`src/rtl/xor_arb_ctrl_if.sv`:
```
// xor_arb_ctrl_if: request/operand/result bundle between clients and xor_arb_ctrl
// res_parity exists only when XOR_ARB_PARITY_EN is defined.
interface xor_arb_ctrl_if #(
  parameter int WIDTH = 8,
  parameter int NREQ  = 4
);
  localparam int IDW = $clog2(NREQ);
  logic [NREQ-1:0]       req;
  logic [NREQ*WIDTH-1:0] a_flat;
  logic [NREQ*WIDTH-1:0] b_flat;
  logic [NREQ-1:0]       gnt;
  logic                  busy;
  logic                  res_valid;
  logic                  res_ready;
  logic [WIDTH-1:0]      res_data;
  logic [IDW-1:0]        res_id;
`ifdef XOR_ARB_PARITY_EN
  logic                  res_parity;
  modport master (output req, a_flat, b_flat, res_ready, input gnt, busy, res_valid, res_data, res_id, res_parity);
  modport slave  (input req, a_flat, b_flat, res_ready, output gnt, busy, res_valid, res_data, res_id, res_parity);
`else
  modport master (output req, a_flat, b_flat, res_ready, input gnt, busy, res_valid, res_data, res_id);
  modport slave  (input req, a_flat, b_flat, res_ready, output gnt, busy, res_valid, res_data, res_id);
`endif
endinterface

```
`src/rtl/xor_arb_ctrl.sv`:
```
// xor_arb_ctrl: round-robin arbiter sharing one registered XOR stage among NREQ clients
// Optional even-parity output on the result is enabled by defining XOR_ARB_PARITY_EN.
module xor_arb_ctrl #(
  parameter int WIDTH = 8,
  parameter int NREQ  = 4
) (
  input  logic clk,
  input  logic rst_n,
  xor_arb_ctrl_if.slave bus
);
  localparam int IDW = $clog2(NREQ);
  typedef enum logic [1:0] {IDLE, EXEC, RESP} state_t;
  state_t           state_q, state_d;
  logic [IDW-1:0]   ptr_q, ptr_d, res_id_q, res_id_d, win;
  logic [IDW:0]     pos;
  logic [NREQ-1:0]  gnt_q, gnt_d;
  logic [WIDTH-1:0] a_q, a_d, b_q, b_d, res_data_q, res_data_d;
  logic             res_valid_q, res_valid_d, busy_q, busy_d;
`ifdef XOR_ARB_PARITY_EN
  logic             res_parity_q, res_parity_d;
  assign bus.res_parity = res_parity_q;
`endif
  // Scan offsets high to low so the requester nearest ptr is the final assignment.
  always_comb begin
    win = '0;
    pos = '0;
    for (int k = NREQ - 1; k >= 0; k--) begin
      pos = {1'b0, ptr_q} + (IDW + 1)'(k);
      pos = (pos >= (IDW + 1)'(NREQ)) ? pos - (IDW + 1)'(NREQ) : pos;
      if (bus.req[pos[IDW-1:0]]) win = pos[IDW-1:0];
    end
  end
  always_comb begin
    state_d     = state_q;
    ptr_d       = ptr_q;
    gnt_d       = '0;
    res_valid_d = res_valid_q;
    res_data_d  = res_data_q;
    res_id_d    = res_id_q;
    a_d         = a_q;
    b_d         = b_q;
`ifdef XOR_ARB_PARITY_EN
    res_parity_d = res_parity_q;
`endif
    case (state_q)
      IDLE: if (|bus.req) begin
        state_d  = EXEC;
        a_d      = bus.a_flat[win*WIDTH +: WIDTH];
        b_d      = bus.b_flat[win*WIDTH +: WIDTH];
        gnt_d    = {{(NREQ-1){1'b0}}, 1'b1} << win;
        res_id_d = win;
        ptr_d    = (win == IDW'(NREQ - 1)) ? '0 : win + 1'b1;
      end
      EXEC: begin
        state_d     = RESP;
        res_data_d  = a_q ^ b_q;
        res_valid_d = 1'b1;
`ifdef XOR_ARB_PARITY_EN
        res_parity_d = ^(a_q ^ b_q);
`endif
      end
      RESP: if (bus.res_ready) begin
        state_d     = IDLE;
        res_valid_d = 1'b0;
      end
      default: state_d = IDLE;
    endcase
    busy_d = state_d != IDLE;
  end
  always_ff @(posedge clk) begin
    if (!rst_n) begin
      state_q     <= IDLE;
      ptr_q       <= '0;
      gnt_q       <= '0;
      res_valid_q <= 1'b0;
      res_data_q  <= '0;
      res_id_q    <= '0;
      busy_q      <= 1'b0;
      a_q         <= '0;
      b_q         <= '0;
`ifdef XOR_ARB_PARITY_EN
      res_parity_q <= 1'b0;
`endif
    end else begin
      state_q     <= state_d;
      ptr_q       <= ptr_d;
      gnt_q       <= gnt_d;
      res_valid_q <= res_valid_d;
      res_data_q  <= res_data_d;
      res_id_q    <= res_id_d;
      busy_q      <= busy_d;
      a_q         <= a_d;
      b_q         <= b_d;
`ifdef XOR_ARB_PARITY_EN
      res_parity_q <= res_parity_d;
`endif
    end
  end
  assign bus.gnt       = gnt_q;
  assign bus.busy      = busy_q;
  assign bus.res_valid = res_valid_q;
  assign bus.res_data  = res_data_q;
  assign bus.res_id    = res_id_q;
endmodule

```
`src/flat_wrapper.sv`:
```
// flat-port wrapper written by rule: the top's interface ports become plain ports
module xor_arb_ctrl_flat 
#(
  parameter int WIDTH = 8,
  parameter int NREQ  = 4
)
  (clk, rst_n, bus_req, bus_a_flat, bus_b_flat, bus_res_ready, bus_gnt, bus_busy, bus_res_valid, bus_res_data, bus_res_id);
  xor_arb_ctrl_if #(.WIDTH(WIDTH), .NREQ(NREQ)) bus_i ();
  input  logic clk;
  input  logic rst_n;
  input wire logic [$bits(bus_i.req)-1:0] bus_req;
  input wire logic [$bits(bus_i.a_flat)-1:0] bus_a_flat;
  input wire logic [$bits(bus_i.b_flat)-1:0] bus_b_flat;
  input wire logic [$bits(bus_i.res_ready)-1:0] bus_res_ready;
  output wire logic [$bits(bus_i.gnt)-1:0] bus_gnt;
  output wire logic [$bits(bus_i.busy)-1:0] bus_busy;
  output wire logic [$bits(bus_i.res_valid)-1:0] bus_res_valid;
  output wire logic [$bits(bus_i.res_data)-1:0] bus_res_data;
  output wire logic [$bits(bus_i.res_id)-1:0] bus_res_id;
  assign bus_i.req = bus_req;
  assign bus_i.a_flat = bus_a_flat;
  assign bus_i.b_flat = bus_b_flat;
  assign bus_i.res_ready = bus_res_ready;
  assign bus_gnt = bus_i.gnt;
  assign bus_busy = bus_i.busy;
  assign bus_res_valid = bus_i.res_valid;
  assign bus_res_data = bus_i.res_data;
  assign bus_res_id = bus_i.res_id;
  xor_arb_ctrl #(.WIDTH(WIDTH), .NREQ(NREQ)) u_core (.clk(clk), .rst_n(rst_n), .bus(bus_i));
endmodule
```
`config.mk`:
```
export PLATFORM = sky130hd
export DESIGN_NAME = xor_arb_ctrl_flat
export DESIGN_NICKNAME = d
export VERILOG_FILES = /design/src/rtl/xor_arb_ctrl_if.sv /design/src/rtl/xor_arb_ctrl.sv /design/src/flat_wrapper.sv
export SDC_FILE = /design/constraint.sdc
export NUM_CORES = 1
export LEC_CHECK = 0
export CAP_MARGIN = 20
export CELL_PAD_IN_SITES_DETAIL_PLACEMENT = 0
export CELL_PAD_IN_SITES_GLOBAL_PLACEMENT = 1
export CORE_ASPECT_RATIO = 0.5
export CORE_MARGIN = 2
export CORE_UTILIZATION = 31
export DETAILED_ROUTE_END_ITERATION = 7
export PLACE_DENSITY_LB_ADDON = 0.1
export SLEW_MARGIN = 20
export SYNTH_ARGS = -nofsm -noshare
export SYNTH_HDL_FRONTEND = slang
export SYNTH_SLANG_ARGS = --single-unit
```
`constraint.sdc`:
```
create_clock -name clk -period 2.4 [get_ports clk]
set_clock_uncertainty 0.05 [all_clocks]
set_input_delay 0.24 -clock clk [delete_from_list [all_inputs] [get_ports clk]]
set_output_delay 0.24 -clock clk [all_outputs]
set_load 0.01 [all_outputs]
```
# Word-level counts from Yosys, hierarchy flattened

Index checks and enable logic that the tools add are counted.

Register bits after elaboration: 36
Input port bits: 71
Output and inout port bits: 16
Word-level logic and storage cells: 62

Bitwise gates (word level): 1
Shift-type cells: 3
Add/subtract/negate cells: 8
Eq/ne operators: 4
Multiplexer cells: 22
Reductions and logical operators: 7
Magnitude comparators: 8

Operators by type and width:

| kind                | count |
|---|---|
| $shiftx 32x6->8     | 2 |
| $mux 2              | 11 |
| $lt 2x3->1 const B  | 4 |
| $ge 3x3->1 const B  | 3 |
| $bmux 1 s2          | 4 |
| $sub 2x1->2 const B | 4 |
| $xor 8x8->8         | 1 |
| $add 2x2->3 const B | 2 |
| $pmux 2 s3          | 1 |
| $mux 1              | 5 |
| $eq 2x2->1 const B  | 2 |
| $reduce_and 2->1    | 2 |
| $reduce_bool 2->1   | 2 |
| $reduce_or 4->1     | 1 |
| $shl 1x2->4 const A | 1 |
| $add 2x1->3 const B | 1 |
| $ge 2x3->1 const B  | 1 |
| $reduce_and 3->1    | 1 |
| $add 2x1->2 const B | 1 |
| $eq 2x1->1 const B  | 1 |
| $logic_not 2->1     | 1 |
| $ne 2x2->1 const B  | 1 |
| $pmux 1 s2          | 1 |

# Depth between registers and ports, before layout

Word-level depth: 11
Depth in mapped cells: 8
Gate-level depth less buffers: 5

# Worst setup path before layout

Ideal clock, no wire load.

Kind: reg2reg
Start: register u_core.ptr_q[1]
End: register u_core.b_q[2]
Data arrival time: 1514 ps
Setup slack: 706 ps
Cell stages (with the launch flop): 7
Library setup time: 129 ps
Required time: 2221 ps
Path through: dfxtp_1 -> or3b_1 -> clkbuf_1 -> nand2_4 -> buf_4 -> mux2i_1 -> o211ai_2

Cells in the longest elaborated chain, start to end: 10
Elaborated cells between the ends (all ways): 28

RTL lines:

| element                                          | line               | text |
|---|---|---|
| start, declared                                  | xor_arb_ctrl.sv:14 | `logic [IDW-1:0] ptr_q, ptr_d, res_id_q, res_id_d, win;` |
| start signal, assigned                           | xor_arb_ctrl.sv:86 | `ptr_q <= ptr_d;` |
| $add 2x2->3                                      | xor_arb_ctrl.sv:28 | `pos = {1'b0, ptr_q} + (IDW + 1)'(k);` |
| $ge 3x3->1 / $sub 2x1->2 (equally long branches) | xor_arb_ctrl.sv:29 | `pos = (pos >= (IDW + 1)'(NREQ)) ? pos - (IDW + 1)'(NREQ) : pos;` |
| $mux 2                                           | xor_arb_ctrl.sv:29 |  |
| $bmux 1 s2                                       | xor_arb_ctrl.sv:30 | `if (bus.req[pos[IDW-1:0]]) win = pos[IDW-1:0];` |
| $mux 1 (not written as such)                     | xor_arb_ctrl.sv:30 |  |
| $mux 2 (3 in series)                             | xor_arb_ctrl.sv:30 |  |
| $mux 2 (*)                                       | xor_arb_ctrl.sv:30 |  |
| $shiftx 32x6->8 (*)                              | xor_arb_ctrl.sv:49 | `b_d = bus.b_flat[win*WIDTH +: WIDTH];` |
| end signal, assigned                             | xor_arb_ctrl.sv:80 | `b_q <= '0;` |
| end signal, assigned                             | xor_arb_ctrl.sv:93 | `b_q <= b_d;` |
| end, declared                                    | xor_arb_ctrl.sv:17 | `logic [WIDTH-1:0] a_q, a_d, b_q, b_d, res_data_q, res_data_d;` |

Mark *: on every way between the ends. The rest lies on a longest branch, timed or not. The select of a mux whose other input is x is not followed.
A chain may end at the register's enable or synchronous reset.

# Worst setup path in the final report

Start: input bus_req[2]
End: register u_core.a_q[6]

Cells in the longest elaborated chain, start to end: 7
Elaborated cells between the ends (all ways): 15

RTL lines:

| element                      | line               | text |
|---|---|---|
| start, declared              | flat_wrapper.sv:11 | `input wire logic [$bits(bus_i.req)-1:0] bus_req;` |
| $bmux 1 s2                   | xor_arb_ctrl.sv:30 |  |
| $mux 1 (not written as such) | xor_arb_ctrl.sv:30 |  |
| $mux 2 (4 in series)         | xor_arb_ctrl.sv:30 |  |
| $shiftx 32x6->8              | xor_arb_ctrl.sv:48 | `a_d = bus.a_flat[win*WIDTH +: WIDTH];` |
| end signal, assigned         | xor_arb_ctrl.sv:79 | `a_q <= '0;` |
| end signal, assigned         | xor_arb_ctrl.sv:92 | `a_q <= a_d;` |
| end, declared                | xor_arb_ctrl.sv:17 |  |

Parallel ways exist; a longest one is shown, timed or not. The select of a mux whose other input is x is not followed.

==> metrics.csv <==
stage,metric,value,unit
status,status,"complete, no violations",
min_path,min-delay worst type,reg -> reg,
route,DRT Pass-1 Iters,3,
finish,Ant. Diodes,0,
sta,fin crit share,84.4,%
synthesis,top-area cell type share of the netlist area,35.9,%
cts,Num CTS Buffers,5,
cts,worst skew pair latency,0.28,ns
route,via/cell ratio,4.70,
setup_path,"CP delay by family, top",buffers and inverters,
setup_path,Worst setup SP type,primary input,
finish,"most common cell after layout, fill and taps aside",clkdlybuf4s50_1,
sta,post-layout minimum cycle time,2.03,ns
setup_path,critical path capture point type,register,
setup_path,CP Data Required Time,2.50,ns
sta,Achievable Freq,0.494,GHz
floorplan,Die Y,60.9,um
sta,final setup vio count,0,
setup_path,Critical path buffers and inverters,2,
cts,H-tree depth,2,
setup_path,Slowest cell on crit path,or3b_1,
global_routing,first-pass GRT wire length,8540,um
synthesis,synthesized area per cell,9.47,sq um
global_routing,initial antenna violation count,0,
finish,most frequent cells in the layout,"clkdlybuf4s50_1, dfxtp_1, mux2i_1, a21boi_0, and3_1",
cts,post-CTS sizing,0,
finish,synth-to-layout area growth,55.0,%
placement,gpl congestion,0.676,
global_routing,gr ovfl total,0,
synthesis,mapped cell area,0.00201,sq mm
power,Leak,1.34,nW
route,final WL,4990,um
setup_path,critical path cell sequence,clkdlybuf4s50_1 -> or3b_1 -> buf_4 -> and3_1 -> o21ai_1 -> o211ai_2,
run,# Max-Cap Violations,0,
setup_path,Critical Path AT,2.13,ns
finish,NumNets Final,366,
floorplan,Die Width,118,um
route,Routed Antenna Nets,0,
sta,Final Hold Fails,0,
synthesis,Syn. warnings,0,
cts,clock-pin slew on the worst setup and hold paths,0.05,ns
cts,CTS Buffer Depth,2,
sta,Rel. slew slack,70.0,%
setup_path,crit-path max cell delay,0.58,ns
power,peak supply drop,0.300,mV
finish,design area,0.00311,sq mm
finish,post-layout util,50.6,%
cts,CTS tree,yes,
synthesis,synthesis-stage register bit count,36,
synthesis,Mapped Nets,283,
sta,RSZ-0062 raised after global routing,no,
floorplan,Std-Cell Rows,20,
synthesis,"Distinct cells, synth",35,
synthesis,top post-synthesis cells by area,"dfxtp_1, mux2i_1, a21boi_0",
placement,DP Worst Slack,0.0972,ns
setup_path,crit-path max FO,19,
route,Vias,1805,
floorplan,# IOs,87,
cts,Post-CTS Hold Fix Bufs,0,
cts,Setup Buffers After CTS,0,
floorplan,Starting Density,32.6,%
route,WL/cell,13.0,um
route,initial detailed-routing violation count,85,
placement,detailed placer's ending HPWL,3920,um
placement,placed cell areas,0.00295,sq mm
route,# DRC,0,
placement,PortBufs,86,
sta,Setup WS post-layout,0.375,ns
floorplan,DIE AREA,0.00718,sq mm
cts,Root Buffer,clkbuf_16,
cts,CTS sink cnt,36,
sta,Worst Max-Slew Pin Slew,0.450,ns
power,Pwr Density,675,mW/mm^2
finish,layout cells sized above 1,13.5,%
global_routing,largest net degree at the start of global routing,21,
global_routing,vias in the first global route,1890,
synthesis,synthesized instance count,212,
floorplan,core box area,0.00616,sq mm
synthesis,cell taking the most area after synthesis,dfxtp_1,
setup_path,CP Class,in -> reg,
global_routing,Tot GR Track Use,15.2,%
synthesis,"Seq/Total Area, Yosys",35.9,%
sta,setup TNS,0,ns
sta,max-slew violation count,0,
-- metrics by stage --
step                std cells  hold WS (ns)  power [mW]
finish                    384         0.446        2.10
global route              384         0.470        2.23
CTS                       384         0.450        2.14
detailed placement        376         0.437        1.40
global placement          376         0.429        1.39
floorplan                 212         0.318        1.15
-- Yosys cell counts --
master,instances
nand3b_1,1
a21boi_0,17
o21ai_0,10
o221a_2,1
nand2_4,1
o21ai_1,8
nor3b_1,1
nor2_1,5
mux2i_1,19
buf_2,1
and2_4,1
o211ai_1,6
dfxtp_1,36
o21a_1,3
nand2_1,14
and3_1,16
o211ai_2,10
and3_4,1
xnor2_1,9
buf_12,1
clkbuf_1,10
nand2_2,10
buf_4,3
o211a_1,9
buf_6,2
inv_1,1
nor2b_4,1
or4_4,1
nor2b_1,3
a21oi_1,4
nand2b_1,1
o22a_1,2
and2_0,1
or3b_1,1
and2_1,2
-- registers in the layout, summed over array words and instances, names as in the netlist --
name                  cells
u_core.b_q                8
u_core.bus.busy           1
u_core.state_q            2
u_core.ptr_q              2
u_core.bus.gnt            4
u_core.bus.res_data       8
u_core.bus.res_valid      1
u_core.a_q                8
u_core.bus.res_id         2
-- power breakdown --
group	leakage [nW]	switching (mW)	internal, mW	total [mW]
registers	0.297	0.0621	0.690	0.752
logic	0.961	0.262	0.365	0.627
clock network	0.0808	0.234	0.488	0.722
-- final timing paths --
path                     startpoint                      to  slack [ns]  cells past startpoint
max                      bus_req[2]           u_core.a_q[6]        0.37                      6
min          u_core.bus.res_data[1]  u_core.bus.res_data[1]        0.45                      1
max reg2reg         u_core.ptr_q[1]           u_core.a_q[6]        0.46                      5
min reg2reg  u_core.bus.res_data[1]  u_core.bus.res_data[1]        0.45                      1
-- metal layers --
| layer | vias up | global-route usage [%] | wire (um) |
|---|---|---|---|
| met3 | 5 | 4.23 | 212 |
| met4 | 0 | 3.61 | 37 |
| met1 | 826 | 17.1 | 2220 |
| met5 | - | 0 | 0 |
| met2 | 39 | 29.8 | 2520 |
| li1 | 935 | - | - |
-- kinds of logic after synthesis --
kind of cell              Yosys count  share of synthesized area [%]
DFF                                36                           35.9
and+or+nand+nor                    60                           17.8
AOI/OAI and AO/OA                  70                           27.4
buffers and inverters              18                           5.54
xor gates and xnor gates            9                           3.93
muxes                              19                           9.47
-- layout make-up --
cell class | instances | area, sq um
Fill cell | 620 | 3040
Tap cell | 88 | 110
Multi-Input combinational cell | 158 | 1180
Sequential cell | 36 | 721
Clock inverter | 2 | 35.0
Timing Repair Buffer | 93 | 938
Clock buffer | 6 | 129
Inverter | 1 | 3.75
(Power assumes the default switching activity.)
